**src/rtl/button_debounce.sv**
```systemverilog
// Five-channel push-button conditioner: 2-flop synchroniser, saturating
// stability counter, debounced level and one-cycle press/release pulses.
module button_debounce #(
  parameter int unsigned CNT_MAX = 200000,
  parameter int unsigned CNT_W   = 18
) (
  input  logic       clk,
  input  logic       rst,
  input  logic [4:0] btn_raw,
  output logic [4:0] button_db,
  output logic [4:0] btn_press,
  output logic [4:0] btn_release
);

  localparam int unsigned N_BTN = 5;
  localparam logic [CNT_W-1:0] CNT_LAST = CNT_W'(CNT_MAX - 1);

  logic [N_BTN-1:0]            s1_q, s1_d;
  logic [N_BTN-1:0]            s2_q, s2_d;
  logic [N_BTN-1:0]            db_q, db_d;
  logic [N_BTN-1:0]            press_q, press_d;
  logic [N_BTN-1:0]            release_q, release_d;
  logic [N_BTN-1:0][CNT_W-1:0] cnt_q, cnt_d;

  // Synchroniser shift plus per-channel stability counting; only s2 feeds the counters.
  always_comb begin
    s1_d      = btn_raw;
    s2_d      = s1_q;
    db_d      = db_q;
    cnt_d     = cnt_q;
    press_d   = '0;
    release_d = '0;
    for (int unsigned i = 0; i < N_BTN; i++) begin
      if (s2_q[i] == db_q[i]) begin
        cnt_d[i] = '0;
      end else if (cnt_q[i] == CNT_LAST) begin
        db_d[i]      = s2_q[i];
        cnt_d[i]     = '0;
        press_d[i]   = s2_q[i];
        release_d[i] = ~s2_q[i];
      end else begin
        cnt_d[i] = cnt_q[i] + CNT_W'(1);
      end
    end
  end

  always_ff @(posedge clk or negedge rst) begin
    if (!rst) begin
      s1_q      <= '0;
      s2_q      <= '0;
      db_q      <= '0;
      cnt_q     <= '0;
      press_q   <= '0;
      release_q <= '0;
    end else begin
      s1_q      <= s1_d;
      s2_q      <= s2_d;
      db_q      <= db_d;
      cnt_q     <= cnt_d;
      press_q   <= press_d;
      release_q <= release_d;
    end
  end

  assign button_db   = db_q;
  assign btn_press   = press_q;
  assign btn_release = release_q;

endmodule

```
**config.mk**
```make
export PLATFORM = sky130hd
export DESIGN_NAME = button_debounce
export DESIGN_NICKNAME = d
export VERILOG_FILES = /design/src/rtl/button_debounce.sv
export SDC_FILE = /design/constraint.sdc
export NUM_CORES = 1
export LEC_CHECK = 0
export ABC_AREA = 1
export CORE_MARGIN = 2
export CORE_UTILIZATION = 40
export DETAILED_ROUTE_END_ITERATION = 8
export DONT_BUFFER_PORTS = 1
export PLACE_DENSITY_LB_ADDON = 0.2
export SYNTH_ARGS = -nofsm -noshare
export SYNTH_HDL_FRONTEND = slang
export SYNTH_SLANG_ARGS = --single-unit
```
**constraint.sdc**
```tcl
create_clock -name clk -period 1.5 [get_ports clk]
set_clock_uncertainty 0.2 [all_clocks]
set_input_delay 0.3 -clock clk [delete_from_list [all_inputs] [get_ports clk]]
set_output_delay 0.3 -clock clk [all_outputs]
set_load 0.005 [all_outputs]
```
# Yosys cells after proc, flatten, opt, wreduce, memory -nomap -nowiden
# Index checks and enable logic that the tools add are counted.
# totals
out_inout_bits	15
inputBits	7
register_bits	115
elab_cells	74
# op_classes
eq_ne	10
n_mux	30
n_addsub	5
n_bitwise	10
reduce_logical	5
# op_table
op	count
18-bit 2-to-1 mux	10
18-bit by 1-bit adder with 18-bit output (second input constant)	5
18-bit equality test (second input constant)	5
1-bit 2-to-1 mux	20
1-bit NOT	10
2-bit AND reduction	5
1-bit equality test	5

# Longest topological paths before layout
# Gate-level depths: netlist (run 1).
# depth
depth_word	3
mapped_depth	9
ltp_nobuf	9

# Least setup slack after synthesis (run 1)
# OpenSTA, ideal clock, no wires.
# synth_path
path_type	flip-flop to flip-flop
startpoint	register cnt_q[18] in the netlist's numbering
endpoint	register cnt_q[31] in the netlist's numbering
synth_period_minus_slack_ns	1.514
setup_time_ns	0.117
setup_slack_ns	-0.014
stages_incl_launch_ff	9
arrival_time_ns	1.197
t_required_ns	1.183
n_path_buf	0
cell_sequence	dfrtp_1 -> ha_1 -> nand3_2 -> nor2_2 -> nand2_2 -> nor2_2 -> nor2_2 -> nand2_1 -> nor2_1
# synth_lines
item	line_no	rtl
start: declaration	23	logic [N_BTN-1:0][CNT_W-1:0] cnt_q, cnt_d;
start signal: assignment	59	cnt_q <= cnt_d;

==> flow_summary_export.csv, run 1 <==
group,metric,value,unit
status,status,"finished, violations left",
status,failed_checks,"negative hold slack, negative setup slack",
global_route,grt_max_degree,116,
yosys,syn_nets,748,
routing,drc,0,
placement,gp_congestion,0.9055,
timing,post-route-period-util,104.4,%
routing,ant_nets,0,
critical_path,crit_type,"register to register",
routing,wl_per_cell,12.92,um
global_route,grtUsageMet2,27.94,%
global_route,grt_overflow,0,
global_route,grt_antenna_before_repair,0,
timing,rsz0062_at_grt,"true",
critical_path,reg2reg_from,"cnt_q[72]",
critical_path,startpoint,"cnt_q[72]",
routing,dr.pass1.iters,4,
timing,tightestPinTransition,352.9,ps
floorplan,dieArea,0.01565,mm2
finish,num_antenna_cells,0,
routing,dr_total_vias,4857,
floorplan,rows,44,
yosys,synth.avg_cell_area,7.970,um2
critical_path,r2r.worst_path.cells,6,
finish,fin_nets,846,
floorplan,die_y,125.1,um
clocking,clk_latency,400,ps
finish,final_cell_mix,"135 x nor2_1, 130 x nand2_1, 110 x dfrtp_1",
routing,drt_iter0_drc,311,
timing,finalSetupViolCount,32,
routing,drt_wl_total,13300,um
timing,final_hold_viol_count,115,
clocking,htree_levels,4,
clocking,cts.sinks,115,
critical_path,max_stage_delay,410,ps
floorplan,pin_count,22,
floorplan,start_util,40.67,%
global_route,grt.busiest_layer,"met2",
finish,stdcell_area,0.007869,mm2
yosys,ys_ff_latch,115,
critical_path,cp-end-kind,"register",
finish,layout_commonest_cell,"nor2_1",
critical_path,worstPathMaxFanout,8,
global_route,grt_use_met1,22.15,%
floorplan,core,0.01442,mm2
critical_path,path_cells,"ha_4 > nand3_4 > nor2_4 > nand2_4 > o21ai_4 > nor2_1",
finish,post_route_cells_drive_above_1_share,29.35,%
power,cellLeakagePower,3.459,nW
finish,area_growth_syn_to_layout,34.15,%
floorplan,die_width,125.1,um
yosys,netlist_instances,736,
worst_hold_path,hold_path_class,"primary input to asynchronous set/reset pin",
timing,slew_headroom,76.29,%
critical_path,crit_arrival,1640,ps
timing,period_minus_slack,1566,ps
power,powerDensity,897.9,mW/mm2
critical_path,startpoint_type,"register",
global_route,grt_usage,17.37,%
clocking,root_buffer,"clkbuf_16",
clocking,numCtsBuffers,17,
clocking,cts_hold_buffers,5,
yosys,synth_cell_type_count,23,
placement,hpwl,8744,um
placement,portBuffers,0,
global_route,grt_pass1_wl,22210,um
power,peakVddDrop,0.8137,mV
critical_path,crit_slowest_cell,"dfrtp_1",
placement,place_area,0.006536,mm2
timing,fin_ws,-65.72,ps
yosys,yosys_warnings,0,
critical_path,cp.required,1580,ps
yosys,yosysSeqAreaShare,49.06,%
global_route,grt_pass1_vias,4866,
timing,drv_slew,0,
clocking,cts_tree,"done",
flow_run,drv_cap,0,
routing,viasPerCell,4.720,
critical_path,r2r_end,"cnt_q[83]",
critical_path,regToRegSetupSlack,-70,ps
global_route,met3_usage,5.178,%
yosys,syn_area,0.005866,mm2
timing,holdWs,-603.7,ps
clocking,cts_buffer_depth,2,
clocking,clk_pin_slew,50,ps
finish,nFillCells,1291,
timing,fmax,638.7,MHz
power,p_total,0.007065,W
[where the power goes]
group / switching, W / internal (W)
combinational: 0.000156 / 0.000144
clock: 0.00131 / 0.00224
sequential: 0.0000576 / 0.00315
total: 0.00152 / 0.00554
[per-layer routing]
metal / part of all wire, % / wire (um)
met1: 46 / 6092
met2: 49 / 6506
met4: 1.7 / 228
met5: 0 / 0
met3: 3.5 / 469
[sequential cells by signal, summed over array words and instances, names as in the netlist]
name and cells:
btn_release 5, cnt_q 90, s2_q 5, btn_press 5, s1_q 5, button_db 5
[repair_timing]
action                     in CTS  in global routing
hold endpoints to repair      120                115
setup endpoints to repair      68                 89
setup buffers                   5                  8
pin swaps                      24                 44
cloned                          4                  0
gates resized for setup        63                101
[final cells by class]
class	count	area [um2]	area share, %
clock buffer	24	491.7	6.249
clock inverter	6	30.03	0.3816
inverter	104	390.4	4.961
multi-input combinational	521	3237	41.14
sequential	115	2884	36.65
tap	184	230.2	2.926
timing repair buffer	75	605.6	7.696
[metrics by stage]
step | util, % | worst slack [ps] | setup TNS [ps] | std cells | hold slack [ps]
6_report | 54.55 | -65.72 | -760.5 | 1029 | -603.7
5_1_grt | 54.55 | -146.4 | -6261 | 1029 | -634.4
4_1_cts | 51.68 | -86.51 | -1066 | 1022 | -627.1
3_5_place_dp | 45.32 | -120.4 | -4112 | 978 | -190.5
3_3_place_gp | 45.32 | -58.41 | -985.3 | 978 | -190.6
2_1_floorplan | - | 4.672 | 0 | 736 | -195.6
[logic make-up (layout without fill, tap and decap cells)]
kind of cell             Yosys count  after routing  share of synthesized area, %
XOR/XNOR                          48             48                         7.167
flip-flops                       115            115                         49.06
adder cells (fa/ha/maj)            5              5                         1.067
buffers and inverters            104            209                         6.655
AO/OA/AOI/OAI                     38             41                         4.053
AND/OR/NAND/NOR                  426            427                         32.00
[worst max-delay path, delay by kind of cell, from the launching register on]
kind | cells | cell delay (ps)
AND/OR/NAND/NOR | 4 | 390
AO/OA/AOI/OAI | 1 | 260
adder cells (fa/ha/maj) | 1 | 170
flip-flops | 1 | 410
[synthesized netlist by cell type]
cell type	count	area [um2]
a21oi_1	19	95.09
and3_1	1	6.260
dfrtp_1	115	2878
ha_1	5	62.56
inv_1	103	386.6
inv_2	1	3.750
nand2_1	144	540.5
nand2_2	10	62.56
nand2_4	1	11.26
nand3_1	35	175.2
nand3_2	8	80.08
nand3b_1	3	22.52
nand4_1	6	37.54
nor2_1	178	668.1
nor2_2	16	100.1
nor2_4	8	90.09
nor3_1	15	75.07
nor3b_1	1	7.510
o21ai_0	14	70.07
o21ai_4	4	65.06
o21bai_1	1	7.510
xnor2_1	15	131.4
xor2_1	33	289.0
[worst max path at each step]
stage	slack (ps)	endpoint	cells past startpoint
3_3_place_gp	-60	cnt_q[70]	6
3_5_place_dp	-120	cnt_q[83]	6
4_1_cts	-90	cnt_q[83]	6
5_1_grt	-150	cnt_q[28]	6
2_1_floorplan	5	cnt_q[83]	6
6_report	-70	cnt_q[83]	6
(Power assumes the default switching activity.)
==> inputs of run 2 (changes only) <==
CAP_MARGIN = 20   (was unset)
CORE_ASPECT_RATIO = 1.25   (was unset)
==> run 2 against run 1 <==
Compared with the run above:
- the flow still finishes with violations (negative hold slack, negative setup slack)
- final cell count is the same
- sequential share of layout area decreased by 0.10 points
- routed wire length up 1.6%
- sequential power barely moved
- worst setup slack improved by 11 ps
- critical path type unchanged
- largest power group unchanged
==> flow_summary_export.csv, run 2 (synthesis gave the netlist of run 1 again) <==
group,metric,value,unit
status,status,"finished, violations left",
status,failed_checks,"negative hold slack, negative setup slack",
timing,finalSetupViolCount,29,
timing,period_minus_slack,1554,ps
critical_path,worstPathMaxFanout,8,
timing,holdWs,-618.3,ps
timing,drv_slew,0,
critical_path,cp.required,1580,ps
placement,portBuffers,0,
floorplan,rows,49,
critical_path,crit_slowest_cell,"dfrtp_1",
critical_path,crit_type,"register to register",
flow_run,drv_cap,0,
critical_path,cp-end-kind,"register",
critical_path,max_stage_delay,390,ps
routing,wl_per_cell,13.13,um
finish,final_cell_mix,"133 x nor2_1, 130 x nand2_1, 108 x dfrtp_1",
placement,place_area,0.006514,mm2
power,p_total,0.007718,W
clocking,numCtsBuffers,17,
routing,dr.pass1.iters,4,
placement,hpwl,8907,um
critical_path,cp.buffers_inverters,0,
clocking,htree_levels,4,
placement,dp_cells,970,
global_route,grt_pass1_wl,22720,um
finish,nFillCells,1288,
timing,fmax,643.4,MHz
timing,post-route-period-util,103.6,%
finish,area_growth_syn_to_layout,34.64,%
critical_path,startpoint_type,"register",
floorplan,die_width,112.3,um
timing,final_hold_viol_count,115,
timing,fin_ws,-54.24,ps
critical_path,cp_top_family,"flip-flops",
global_route,grt_pass1_vias,5089,
clocking,cts_hold_buffers,5,
finish,finalNonFillerCells,1029,
floorplan,start_util,40.89,%
clocking,cts_buffer_depth,2,
clocking,root_buffer,"clkbuf_16",
routing,drc,0,
clocking,cts.sinks,115,
power,cellLeakagePower,3.471,nW
finish,largest_reg_flops,90,
finish,post_route_cells_drive_above_1_share,30.20,%
finish,layout_commonest_cell,"nor2_1",
floorplan,core,0.01435,mm2
floorplan,pin_count,22,
global_route,grt_antenna_before_repair,0,
global_route,grt_usage,17.95,%
placement,gp_congestion,0.9034,
floorplan,die_y,139.4,um
clocking,clk_latency,420,ps
routing,drt_iter0_drc,253,
finish,largest-register,"cnt_q",
critical_path,path_cells,"ha_4 > nand3_4 > nor2_4 > nand2_4 > o21ai_4 > a21oi_1",
timing,rsz0062_at_grt,"true",
finish,stdcell_area,0.007898,mm2
routing,viasPerCell,4.799,
power,peakVddDrop,0.7350,mV
clocking,clk_pin_slew,50,ps
critical_path,crit_arrival,1640,ps
timing,slew_headroom,76.51,%
routing,drt_wl_total,13510,um
global_route,grt_overflow,0,
routing,ant_nets,0,
clocking,cts_tree,"done",
floorplan,dieArea,0.01565,mm2
global_route,grt_max_degree,116,
power,powerDensity,977.2,mW/mm2
routing,dr_total_vias,4938,
worst_hold_path,hold_path_class,"primary input to asynchronous set/reset pin",
finish,num_antenna_cells,0,
timing,tightestPinTransition,349.7,ps
finish,fin_nets,850,
-- run 2: cell types whose count changed in the layout (fill, tap and decap cells not counted), sizes merged --
cell / previous run / this run
clkinvlp: 0 / 2
clkinv: 6 / 4
clkbuf: 24 / 22
bufinv: 0 / 4
buf: 70 / 74
-- run 2: repair_timing --
| item | 4_1_cts | 5_1_grt |
|---|---|---|
| gates cloned | 4 | 0 |
| pin swaps | 27 | 51 |
| setup endpoints to repair | 67 | 88 |
| endpoints found under the hold margin | 120 | 115 |
| resized for setup | 50 | 105 |
| setup buffers | 5 | 13 |
-- run 2: metrics by stage --
| stage | util, % | setup TNS, ps | setup slack [ps] |
|---|---|---|---|
| final | 55.05 | -490.9 | -54.24 |
| after global routing | 55.05 | -4963 | -134.2 |
| after CTS | 52.20 | -784.7 | -57.26 |
| after detailed placement | 45.40 | -3129 | -95.51 |
| after global placement | 45.40 | -1037 | -72.80 |
| after floorplan | - | 0 | 4.672 |
-- run 2: report_power, final --
group	internal, W	switching, W	total (W)
Clock	0.00285	0.00139	0.00424
Combinational	0.000130	0.000140	0.000270
Sequential	0.00315	0.0000505	0.00320
-- run 2: layout make-up --
class	instances	area [um2]	area share, %
clock buffer	22	464.2	5.878
multi-input combinational	521	3158	39.99
timing repair buffer	79	620.6	7.858
sequential	115	2887	36.55
tap	178	222.7	2.820
inverter	104	390.4	4.943
clock inverter	10	155.1	1.965
-- run 2: layer usage --
metal | global-route usage [%] | part of all wire [%] | up-vias
met1 | 21.32 | 42 | 2375
met5 | 0 | 0 | -
met4 | 7.831 | 2.1 | 0
li1 | - | - | 2466
met3 | 4.355 | 3.5 | 26
met2 | 30.85 | 52 | 71
-- run 2: worst paths after layout --
| check | from | to | slack, ps | depth (start not counted) |
|---|---|---|---|---|
| min in group clk | s1_q[4] | s2_q[4] | 140 | 0 |
| max in group asynchronous | rst | cnt_q[7] | 1550 | 0 |
| worst max register to register | cnt_q[73] | cnt_q[88] | -50 | 6 |
| worst max-delay path | cnt_q[73] | cnt_q[88] | -50 | 6 |
| worst min-delay path | rst | cnt_q[48] | -620 | 0 |
| worst min register to register | s1_q[4] | s2_q[4] | 140 | 0 |
-- run 2: worst register-to-register path, cell delays in order (launching register included) --
cell,delay [ps]
dfrtp_1,390
ha_4,170
nand3_4,100
nor2_4,140
nand2_4,80
o21ai_4,250
a21oi_1,100
